===== src/rtl/ksa.sv =====
// RC4 key-scheduling stage: runs the 256-iteration swap loop over the shared S memory.
// It starts when the init stage finishes and raises a sticky finish for the PRGA stage.
module ksa #(
    parameter int DATA_WIDTH = 8,
    parameter int KEY_WIDTH  = 24
) (
    input  logic                  clk,
    input  logic                  rst,
    input  logic [KEY_WIDTH-1:0]  secret_key,
    input  logic                  start,
    output logic [DATA_WIDTH-1:0] address,
    output logic [DATA_WIDTH-1:0] data,
    output logic                  wren,
    input  logic [DATA_WIDTH-1:0] q,
    output logic                  finish
);

    localparam int KEY_BYTES = KEY_WIDTH / 8;
    localparam int KW        = (KEY_BYTES > 1) ? $clog2(KEY_BYTES) : 1;
    localparam logic [KW-1:0]         K_LAST = KW'(KEY_BYTES - 1);
    localparam logic [DATA_WIDTH-1:0] I_LAST = '1;

    typedef enum logic [2:0] {
        IDLE, RD_I, LAT_I, RD_J, LAT_J, WR_I, WR_J, DONE
    } state_t;

    state_t                state;
    logic [DATA_WIDTH-1:0] i;
    logic [DATA_WIDTH-1:0] j;
    logic [KW-1:0]         k;
    logic [DATA_WIDTH-1:0] si;
    logic [DATA_WIDTH-1:0] sj;
    logic [7:0]            key_byte;
    logic [DATA_WIDTH-1:0] j_next;

    // Key byte 0 is the most significant byte of secret_key.
    // NOTE: every variable assigned in always_comb gets a default first so no latch is inferred.
    always_comb begin
        key_byte = '0;
        for (int b = 0; b < KEY_BYTES; b++) begin
            if (k == KW'(b)) key_byte = secret_key[KEY_WIDTH-1-8*b -: 8];
        end
    end

    assign j_next = j + q + DATA_WIDTH'(key_byte);

    // Outputs are registered and loaded on entry to the state that presents them.
    // NOTE: sequential state uses non-blocking assignments so every register samples pre-edge values.
    always_ff @(posedge clk or posedge rst) begin
        if (rst) begin
            state   <= IDLE;
            address <= '0;
            data    <= '0;
            wren    <= 1'b0;
            finish  <= 1'b0;
            i       <= '0;
            j       <= '0;
            k       <= '0;
            si      <= '0;
            sj      <= '0;
        end else begin
            case (state)
                IDLE: begin
                    address <= '0;
                    data    <= '0;
                    wren    <= 1'b0;
                    if (start) begin
                        i     <= '0;
                        j     <= '0;
                        k     <= '0;
                        state <= RD_I;
                    end
                end
                RD_I: begin
                    address <= i;
                    state   <= LAT_I;
                end
                LAT_I: begin
                    si      <= q;
                    j       <= j_next;
                    address <= j_next;
                    state   <= RD_J;
                end
                RD_J: begin
                    address <= j;
                    state   <= LAT_J;
                end
                LAT_J: begin
                    sj      <= q;
                    address <= i;
                    data    <= q;
                    wren    <= 1'b1;
                    state   <= WR_I;
                end
                WR_I: begin
                    address <= j;
                    data    <= si;
                    wren    <= 1'b1;
                    state   <= WR_J;
                end
                WR_J: begin
                    wren <= 1'b0;
                    if (i == I_LAST) begin
                        address <= '0;
                        data    <= '0;
                        finish  <= 1'b1;
                        state   <= DONE;
                    end else begin
                        i       <= i + 1'b1;
                        k       <= (k == K_LAST) ? '0 : k + 1'b1;
                        address <= i + 1'b1;
                        state   <= RD_I;
                    end
                end
                DONE: begin
                    wren   <= 1'b0;
                    finish <= 1'b1;
                end
                default: state <= IDLE;
            endcase
        end
    end

endmodule


===== config.mk =====
export PLATFORM = sky130hd
export DESIGN_NAME = ksa
export DESIGN_NICKNAME = d
export VERILOG_FILES = /design/src/rtl/ksa.sv
export SDC_FILE = /design/constraint.sdc
export NUM_CORES = 1
export LEC_CHECK = 0
export BUFFER_PORTS_ARGS = -buffer_cell sky130_fd_sc_hd__buf_2
export CAP_MARGIN = 40
export CORE_MARGIN = 8
export CORE_UTILIZATION = 62
export CTS_BUF_LIST = sky130_fd_sc_hd__clkbuf_2 sky130_fd_sc_hd__clkbuf_4 sky130_fd_sc_hd__clkbuf_8
export CTS_CLUSTER_DIAMETER = 100
export DETAILED_ROUTE_END_ITERATION = 8
export PLACE_DENSITY = 0.87
export SKIP_CTS_REPAIR_TIMING = 1
export SYNTH_ARGS = -nofsm -noshare
export SYNTH_HDL_FRONTEND = slang
export SYNTH_SLANG_ARGS = --single-unit

===== constraint.sdc =====
create_clock -name clk -period 4.2 [get_ports clk]
set_input_delay 0.63 -clock clk [delete_from_list [all_inputs] [get_ports clk]]
set_output_delay 0.63 -clock clk [all_outputs]
set_load 0.05 [all_outputs]

# After elaboration in Yosys (flattened, before gate mapping)
# Cells that the tools add are included.
# word_totals
output_inout_bits	18
register_bits	47
mem_count	0
mem_bits_ro	0
inputBits	35
wordCells	65
mem_bits_rw	0
latch_bits	0
# op_classes
div_mod_pow	0
n_reduce_logical	18
n_mul	0
eq_ne	13
n_mux	21
magnitude_cmp	0
shifts	0
bitwise_logic	0
add_sub_neg	4
# ops
op	n
$mux 8	7
$pmux 8 s5	1
$pmux 8 s2	2
$pmux 8 s4	1
$pmux 3 s7	1
$add 8x8->8	2
$eq 3x3->1 const B	4
$add 8x1->8 const B	1
$eq 8x8->1 const B	1
$reduce_and 2->1	4
$reduce_bool 2->1	4
$reduce_bool 7->1	1
$eq 3x2->1 const B	2
$mux 2	3
$mux 3	2
$ne 2x2->1 const B	3
$reduce_or 2->1	3
$reduce_bool 5->1	1
$pmux 1 s2	2
$pmux 2 s2	1
$reduce_bool 4->1	1
$eq 3x1->1 const B	1
$logic_not 3->1	1
$reduce_and 3->1	1
6 further kinds	6

# Longest topological paths before layout
# Gate-level depths: netlist of run 1.
# logic_depth
depth_word	6
mapped_depth	13
ltp_nobuf	12

# Least setup slack after synthesis of run 1
# OpenSTA, ideal clock, no wires.
# synth_path
path_type	input to register
from	input secret_key[1]
to	register address[5]
setup_slack_ps	1548
path_stages	11
path_buffers	0
required_time_ps	4065
arrival_time_ps	2517
setup_ps	135
cell_sequence	mux2i_1 > o21ai_0 > fa_1 > ha_1 > inv_1 > fa_1 > nor2b_1 > o31a_1 > a211oi_1 > a221oi_1 > o21ai_1
# synth_between
elab_chain_cells	3
# synth_rtl
item	line	source
start: declaration	9	input logic [KEY_WIDTH-1:0] secret_key,
$mux 8	41	if (k == KW'(b)) key_byte = secret_key[KEY_WIDTH-1-8*b -: 8];
$add 8x8->8	45	assign j_next = j + q + DATA_WIDTH'(key_byte);
$pmux 8 s5	62	case (state)
end signal: assignment	75	address <= i;
end signal: assignment	81	address <= j_next;
end signal: assignment	85	address <= j;
end: declaration	11	output logic [DATA_WIDTH-1:0] address,
# No other way between the ends.
# A chain may end at the register's enable or synchronous reset.

# Final worst setup path of run 1
# layout_path
from	register k[1]
to	register address[6]
# layout_between
elab_chain_cells	6
word_cells_on_any_way	8
cone_classes	1 x add/sub; 2 x eq/ne; 4 x mux; 1 x reduce/logical
# layout_rtl
item	line	source
start: declaration	30	logic [KW-1:0] k;
start signal: assignment	110	k <= (k == K_LAST) ? '0 : k + 1'b1;
$logic_not 2->1	41	
$mux 8 (2 in series)	41	
$mux 8 (*)	41	
$add 8x8->8 (*)	45	
$pmux 8 s5 (*)	62	
# Every way passes the cells marked *; elsewhere a longest branch is shown, timed or not.

==> results.sh, run 1 <==
export IMPL_hp_class="input port to asynchronous set/reset pin"
export IMPL_synth_mux_area_fraction_pct=6.14
export IMPL_num_vias=2527
export IMPL_tot_gr_track_use_pct=20.7
export IMPL_tritoncts_num_sinks=47
export IMPL_synthArstFlopShare_pct=100
export IMPL_syn_mean_instance_area_sq_um=9.44
export IMPL_period_needed_ns=3.22
export IMPL_synth_top_area_share_pct=40.1
export IMPL_synthesis_instances=311
export IMPL_fmax_ghz=0.311
export IMPL_post_route_drc_count=0
export IMPL_area_growth_synth_to_final_pct=11.4
export IMPL_hpwlAfterDp_mm=5.46
export IMPL_cts_htree_levels=2
export IMPL_fin_hold_ws_ns=0.289
export IMPL_criticalPathCategory="flip-flop to flip-flop"
export IMPL_postLayoutCoreUtil_pct=70.6
export IMPL_peakVddDrop_mv=0.376
export IMPL_final_setup_skew_ns=0.00498
export IMPL_dominant_combinational_cell_family_by_area_after_synthesis="compound AO/OA/AOI/OAI gates"
export IMPL_synth_nets=361
export IMPL_synth_edf_count=0
export IMPL_diodes=0
export IMPL_adder_cell_share_of_the_synthesized_area_pct=8.44
export IMPL_drv_slew=0
export IMPL_detail_route_wl_per_cell_um=17.5
export IMPL_crit_path_capture_type="flip-flop"
export IMPL_overflow=0
export IMPL_cts_buffers_inserted=5
export IMPL_cell_area_after_technology_mapping_sq_um=2940
export IMPL_powerDensity_nw_per_um2=475
export IMPL_timing_critical_path_required_ns=4.38
export IMPL_path_common_cell="sky130_fd_sc_hd__nand2_1"
export IMPL_power_w=0.00155
export IMPL_tightest_slew_ns=0.770
export IMPL_worst_path_max_fanout=11
export IMPL_drive_above_1_share_pct=20.3
export IMPL_reg2reg_depth=10
export IMPL_timing_critical_path_cells="nor2b_1 -> nand2_1 -> o21ai_0 -> fa_1 -> ha_1 -> a21o_1 -> a21oi_1 -> nor2_1 -> a311oi_1 -> nand2_1"
export IMPL_clk_insertion_delay_late_ns=0.30
export IMPL_floorplan_die_width_um=84.8
export IMPL_cts_root_buf="sky130_fd_sc_hd__clkbuf_8"
export IMPL_footprint_of_the_flip_flops_and_latches_sq_um=1180
export IMPL_finalSetupTns_ns=0
export IMPL_dr_first_iter_drc_count=303
export IMPL_critPathSlowestCell="sky130_fd_sc_hd__dfrtp_1"
export IMPL_static_leakage_power_nw=1.51
export IMPL_clock_tree_from_tritoncts="built"
export IMPL_nFillCells=372
export IMPL_synth_seq_cells=47
export IMPL_via_count_of_the_first_global_routing_pass=2394
export IMPL_maxSlewHeadroom_pct=48.7
export IMPL_initial_utilization_pct=63.4
export IMPL_setup_viol=0
export IMPL_grt_antenna_before_repair=0
export IMPL_maxCapViolations=0
export IMPL_synth_yosys_warnings=0
export IMPL_clockBufferDepth=2
export IMPL_critPathLaunchType="flip-flop"
export IMPL_maximum_number_of_pins_on_one_net_before_global_route_repair=36
export IMPL_place_detailed_instances=400
export IMPL_finalHoldViolCount=0
export IMPL_fraction_of_the_yosys_area_taken_by_sequential_cells_pct=40.1
export IMPL_ant_nets=0
export IMPL_grt_setup_unrepaired="no"
export IMPL_avgViaCountPerCell=6.19
export IMPL_global_route_wire_length_before_repair_mm=12.0
export IMPL_final_worst_path_cycle_share_pct=76.7
export IMPL_worst_path_largest_cell_delay_ns=0.56
export IMPL_simple_gate_fraction_of_synth_area_pct=15.9
export IMPL_drtPass1Iterations=6
export IMPL_dieHeight_um=84.8
export IMPL_num_nets_final=403
export IMPL_clkTransAtPathRegs_ns=0.09
export IMPL_outcome="finished clean"
export IMPL_gp_routability_congestion=0.929
export IMPL_placementRows=25
export IMPL_core_region_area_sq_um=4630
export IMPL_multiInputGateArea_sq_um=1590
export IMPL_synth_distinct_cells=50
export IMPL_post_synth_top_area_cell="sky130_fd_sc_hd__dfrtp_1"
export IMPL_synth_area_leaders="sky130_fd_sc_hd__dfrtp_1 40%, sky130_fd_sc_hd__nand2_1 7.8%, sky130_fd_sc_hd__mux2i_1 6.1%"
export IMPL_final_instance_count_excl_fill=408
export IMPL_boundaryPins=53
export IMPL_wl_mm=7.15
export IMPL_die_area_sq_um=7190
export IMPL_port_buffers=52
export IMPL_synthesized_area_fraction_occupied_by_ao_oa_aoi_and_oai_cells_pct=20.5
export IMPL_synth_ff_type="sky130_fd_sc_hd__dfrtp_1"
export IMPL_synth_xor_area_share_pct=3.28
export IMPL_crit_arrival_ns=3.40
## kinds of logic after synthesis
kind of cell,after synthesis
fa+ha+maj,15
compound gates,86
flops,47
mux,18
xor+xnor,11
simple gates,101
buf+inv,33
## metrics by stage
step,setup WS (ns),cell area (sq um)
6_report,0.980,3270
5_1_grt,0.755,3270
4_1_cts,1.01,3270
3_5_place_dp,1.04,3180
3_3_place_gp,1.23,3150
2_1_floorplan,1.55,2940
## layout by cell type (no fill, tap or decap), types with 8 or more instances in the layout
cell type,netlist,final
sky130_fd_sc_hd__nand2_1,61,61
sky130_fd_sc_hd__buf_2,12,52
sky130_fd_sc_hd__dfrtp_1,47,47
sky130_fd_sc_hd__o21ai_0,30,30
sky130_fd_sc_hd__mux2i_1,18,18
sky130_fd_sc_hd__inv_1,13,12
sky130_fd_sc_hd__nor2_1,12,12
sky130_fd_sc_hd__a21oi_1,9,9
sky130_fd_sc_hd__fa_1,8,8
## report_power, final
group	internal (W)	total, W	leakage (nW)	switching [W]
combinational	0.000336	0.000710	0.929	0.000374
clock	0.000116	0.000271	0.0402	0.000155
sequential	0.000520	0.000572	0.546	0.0000518
total	0.000972	0.00155	1.51	0.000581
## per-layer routing
metal  vias up  routed length [um]  global-route usage [%]
met3        12                 571                    4.29
met1      1207                3260                    28.7
met5         -                   0                       0
met4         0                 131                    7.44
li1       1185                   -                       -
met2       123                3180                    31.1
## final timing paths
kind	start	end	slack, ns
hold reg to reg	finish$_DFFE_PP0P_	finish$_DFFE_PP0P_	0.46
min in group clk	finish$_DFFE_PP0P_	finish$_DFFE_PP0P_	0.46
setup reg to reg	k[1]$_DFFE_PP0P_	address[6]$_DFFE_PP0P_	0.98
hold / removal	rst	si[6]$_DFFE_PP0P_	0.29
setup / recovery	k[1]$_DFFE_PP0P_	address[6]$_DFFE_PP0P_	0.98
max in group asynchronous	rst	i[7]$_DFFE_PP0P_	3.42
## layout make-up
class | count | share of cell area [%]
inverters | 13 | 1.49
clock buffers | 5 | 2.10
multi-input cells | 231 | 48.7
clock inverters | 3 | 0.612
repair buffers | 55 | 9.03
flip-flops and latches | 47 | 36.0
well taps | 54 | 2.07
## registers in the layout, summed over array words and instances (netlist names)
register,count
data,8
j,8
state,3
address,8
wren,1
i,8
finish,1
k,2
si,8
## critical path: cells and delay by family, from the launching register on
kind	cells	cell delay (ns)
AO/OA/AOI/OAI	4	0.96
adder cells (fa/ha/maj)	2	0.78
flip-flops	1	0.56
AND/OR/NAND/NOR	4	0.78
## Yosys cell counts (all sizes together) (2+ instances only)
master / count
nand3b: 2
mux2i: 18
nand3: 5
o21bai: 2
fa: 8
a22o: 7
buf: 16
nor2b: 4
a221oi: 2
nor2: 12
o21a: 2
inv: 13
dfrtp: 47
and3: 2
a222oi: 7
o21ai: 32
or2: 2
xor2: 5
o31ai: 5
a21o: 6
a21oi: 9
nand2b: 3
a31oi: 5
nor3: 3
ha: 7
xnor2: 6
nand2: 61
clkbuf: 4
Power figures use the tool's default switching activity.
==> inputs of run 2 (changes only) <==
- ABC_AREA: not set -> 1
- CORE_UTILIZATION: 62 -> 57
- PLACE_DENSITY: 0.87 -> 0.82
- clock period: 4.2 -> 3.05 ns (I/O delays scaled with it)
==> results.sh, run 2 <==
export IMPL_overflow=0
export IMPL_post_route_drc_count=0
export IMPL_crit_path_capture_type="flip-flop"
export IMPL_placementRows=25
export IMPL_crit_arrival_ns=3.01
export IMPL_clockBufferDepth=2
export IMPL_drive_above_1_share_pct=20.4
export IMPL_ant_nets=0
export IMPL_maximum_number_of_pins_on_one_net_before_global_route_repair=31
export IMPL_tritoncts_num_sinks=47
export IMPL_synth_top_area_share_pct=42.2
export IMPL_gp_routability_congestion=0.824
export IMPL_final_setup_skew_ns=0.00765
export IMPL_cell_area_after_technology_mapping_sq_um=2790
export IMPL_floorplan_die_width_um=85.9
export IMPL_timing_critical_path_cells="nor2_1 -> nand2_1 -> nand3_1 -> fa_1 -> ha_1 -> inv_1 -> fa_1 -> inv_1 -> a31oi_1 -> nand2_1 -> nand2_1 -> nor2_1 -> nor2_1 -> nand3_1"
export IMPL_criticalPathCategory="flip-flop to flip-flop"
export IMPL_drv_slew=0
export IMPL_area_growth_synth_to_final_pct=15.5
export IMPL_grt_antenna_before_repair=0
export IMPL_initial_utilization_pct=59.0
export IMPL_port_buffers=52
export IMPL_fraction_of_the_yosys_area_taken_by_sequential_cells_pct=42.2
export IMPL_setup_viol=0
export IMPL_hpwlAfterDp_mm=5.51
export IMPL_finalHoldViolCount=0
export IMPL_final_cell_mix="99 x sky130_fd_sc_hd__nand2_1, 52 x sky130_fd_sc_hd__buf_2, 47 x sky130_fd_sc_hd__dfrtp_1"
export IMPL_synth_seq_cells=47
export IMPL_nFillCells=397
export IMPL_synth_edf_count=0
export IMPL_die_area_sq_um=7380
export IMPL_static_leakage_power_nw=1.74
export IMPL_netSwitchingFraction_pct=27.8
export IMPL_power_clock_fraction_pct=30.5
export IMPL_period_needed_ns=2.83
export IMPL_synthesis_instances=355
export IMPL_boundaryPins=53
export IMPL_synth_area_leaders="sky130_fd_sc_hd__dfrtp_1 42%, sky130_fd_sc_hd__nand2_1 13%, sky130_fd_sc_hd__nand3_1 7.5%"
export IMPL_outcome="finished clean"
export IMPL_multiInputGateArea_sq_um=1420
export IMPL_num_nets_final=460
export IMPL_commonest_non_fill_non_tap_cell_in_the_layout="sky130_fd_sc_hd__nand2_1"
export IMPL_footprint_of_the_flip_flops_and_latches_sq_um=1180
export IMPL_fmax_ghz=0.353
export IMPL_post_synth_top_area_cell="sky130_fd_sc_hd__dfrtp_1"
export IMPL_fin_hold_ws_ns=0.143
export IMPL_timing_critical_path_required_ns=3.23
export IMPL_critPathSlowestCell="sky130_fd_sc_hd__fa_1"
export IMPL_clk_insertion_delay_late_ns=0.29
export IMPL_post_synth_top_count_cell="sky130_fd_sc_hd__nand2_1"
export IMPL_worst_path_largest_cell_delay_ns=0.43
export IMPL_maxCapViolations=0
export IMPL_diodes=0
export IMPL_seqPwrFrac_pct=52.5
export IMPL_reg2reg_depth=14
export IMPL_syn_mean_instance_area_sq_um=7.85
export IMPL_power_switching_w=0.000350
export IMPL_via_count_of_the_first_global_routing_pass=2665
export IMPL_peakVddDrop_mv=0.262
export IMPL_synth_ff_type="sky130_fd_sc_hd__dfrtp_1"
export IMPL_maxSlewHeadroom_pct=49.5
export IMPL_critPathLaunchType="flip-flop"
export IMPL_dr_first_iter_drc_count=164
export IMPL_global_route_wire_length_before_repair_mm=12.1
export IMPL_core_region_area_sq_um=4720
export IMPL_reg_to_reg_endpoint="address[5]$_DFFE_PP0P_"
export IMPL_tot_gr_track_use_pct=20.2
export IMPL_synth_distinct_cells=29
export IMPL_dieHeight_um=85.9
export IMPL_tightest_slew_ns=0.757
export IMPL_clock_tree_from_tritoncts="built"
export IMPL_clkTransAtPathRegs_ns=0.09
export IMPL_regToRegSetupSlack_ns=0.22
export IMPL_cts_htree_levels=2
export IMPL_final_worst_path_cycle_share_pct=92.9
export IMPL_hp_class="input port to asynchronous set/reset pin"
export IMPL_power_w=0.00126
export IMPL_post_synth_most_frequent_cells="99 x sky130_fd_sc_hd__nand2_1, 47 x sky130_fd_sc_hd__dfrtp_1, 42 x sky130_fd_sc_hd__nand3_1"
export IMPL_comb_power_share_pct=17.0
export IMPL_cts_buffers_inserted=5
export IMPL_drtPass1Iterations=5
export IMPL_avgViaCountPerCell=5.60
export IMPL_synth_yosys_warnings=0
export IMPL_synth_nets=405
export IMPL_num_vias=2675
export IMPL_worst_path_max_fanout=8
export IMPL_synthArstFlopShare_pct=100
export IMPL_critical_path_startpoint="k[0]$_DFFE_PP0P_"
export IMPL_powerDensity_nw_per_um2=392
export IMPL_critPathCapture="address[5]$_DFFE_PP0P_"
export IMPL_wl_mm=7.06
export IMPL_cell_internal_pwr_w=0.000912
export IMPL_grt_setup_unrepaired="yes"
export IMPL_cts_root_buf="sky130_fd_sc_hd__clkbuf_8"
export IMPL_detail_route_wl_per_cell_um=14.8
export IMPL_r2r_start="k[0]$_DFFE_PP0P_"
## run 2: changes by cell type after synthesis, sizes merged, moves of 10 or more
cell and change:
nor2 +17, inv +31, nand3 +37, buf -12, nand2 +41, nand4 +16
o21ai -10, mux2i -18
## run 2: per-stage QoR
| step | area [sq um] | util (%) | instances | TNS [ns] | setup WS (ns) |
|---|---|---|---|---|---|
| 4_1_cts | 3220 | 68.1 | 478 | 0 | 0.246 |
| 6_report | 3220 | 68.2 | 478 | 0 | 0.218 |
| 2_1_floorplan | 2790 | - | 355 | 0 | 0.638 |
| 5_1_grt | 3220 | 68.2 | 478 | -0.0313 | -0.0170 |
| 3_3_place_gp | 3110 | 65.8 | 469 | 0 | 0.366 |
| 3_5_place_dp | 3130 | 66.3 | 470 | 0 | 0.289 |
## run 2: cell type report
type	count	share of cell area, %
inverters	44	5.13
multi-input cells	258	44.1
well taps	67	2.60
clock buffers	7	2.60
repair buffers	54	8.94
clock inverters	1	0.155
flip-flops and latches	47	36.5
## run 2: routing by layer
layer | track usage (%) | part of all wire, %
met1 | 25.9 | 44
met2 | 33.0 | 46
met3 | 4.30 | 7.7
met4 | 6.37 | 1.9
met5 | 0 | 0
## run 2: critical path: cells and delay by family (launching register included)
kind                     cells  cell delay (ns)
adder cells (fa/ha/maj)      3             0.89
buffers and inverters        2             0.17
AND/OR/NAND/NOR              8             1.00
flip-flops                   1             0.42
AO/OA/AOI/OAI                1             0.25
## run 2: worst min path at each step
stage	endpoint	slack (ns)	cells past startpoint
finish	finish$_DFFE_PP0P_	0.14	2
CTS	finish$_DFFE_PP0P_	0.16	2
detailed placement	finish$_DFFE_PP0P_	0.46	2
global placement	finish$_DFFE_PP0P_	0.45	2
floorplan	si[0]$_DFFE_PP0P_	0.45	2
global route	finish$_DFFE_PP0P_	0.18	2
## run 2: power groups by stage
stage                     logic, W  registers [W]  clock network, W
after global routing      0.000252       0.000665          0.000410
final                     0.000214       0.000663          0.000385
after floorplan           0.000149       0.000668                 0
after CTS                 0.000214       0.000662          0.000392
after global placement    0.000201       0.000675                 0
after detailed placement  0.000211       0.000675                 0
## run 2: logic make-up after synthesis
kind of cell | count (synthesis) | synth area share (%)
buffers and inverters | 50 | 7.00
AOI/OAI and AO/OA | 47 | 10.4
and+or+nand+nor | 196 | 31.6
DFF | 47 | 42.2
adders and majority gates | 15 | 8.89
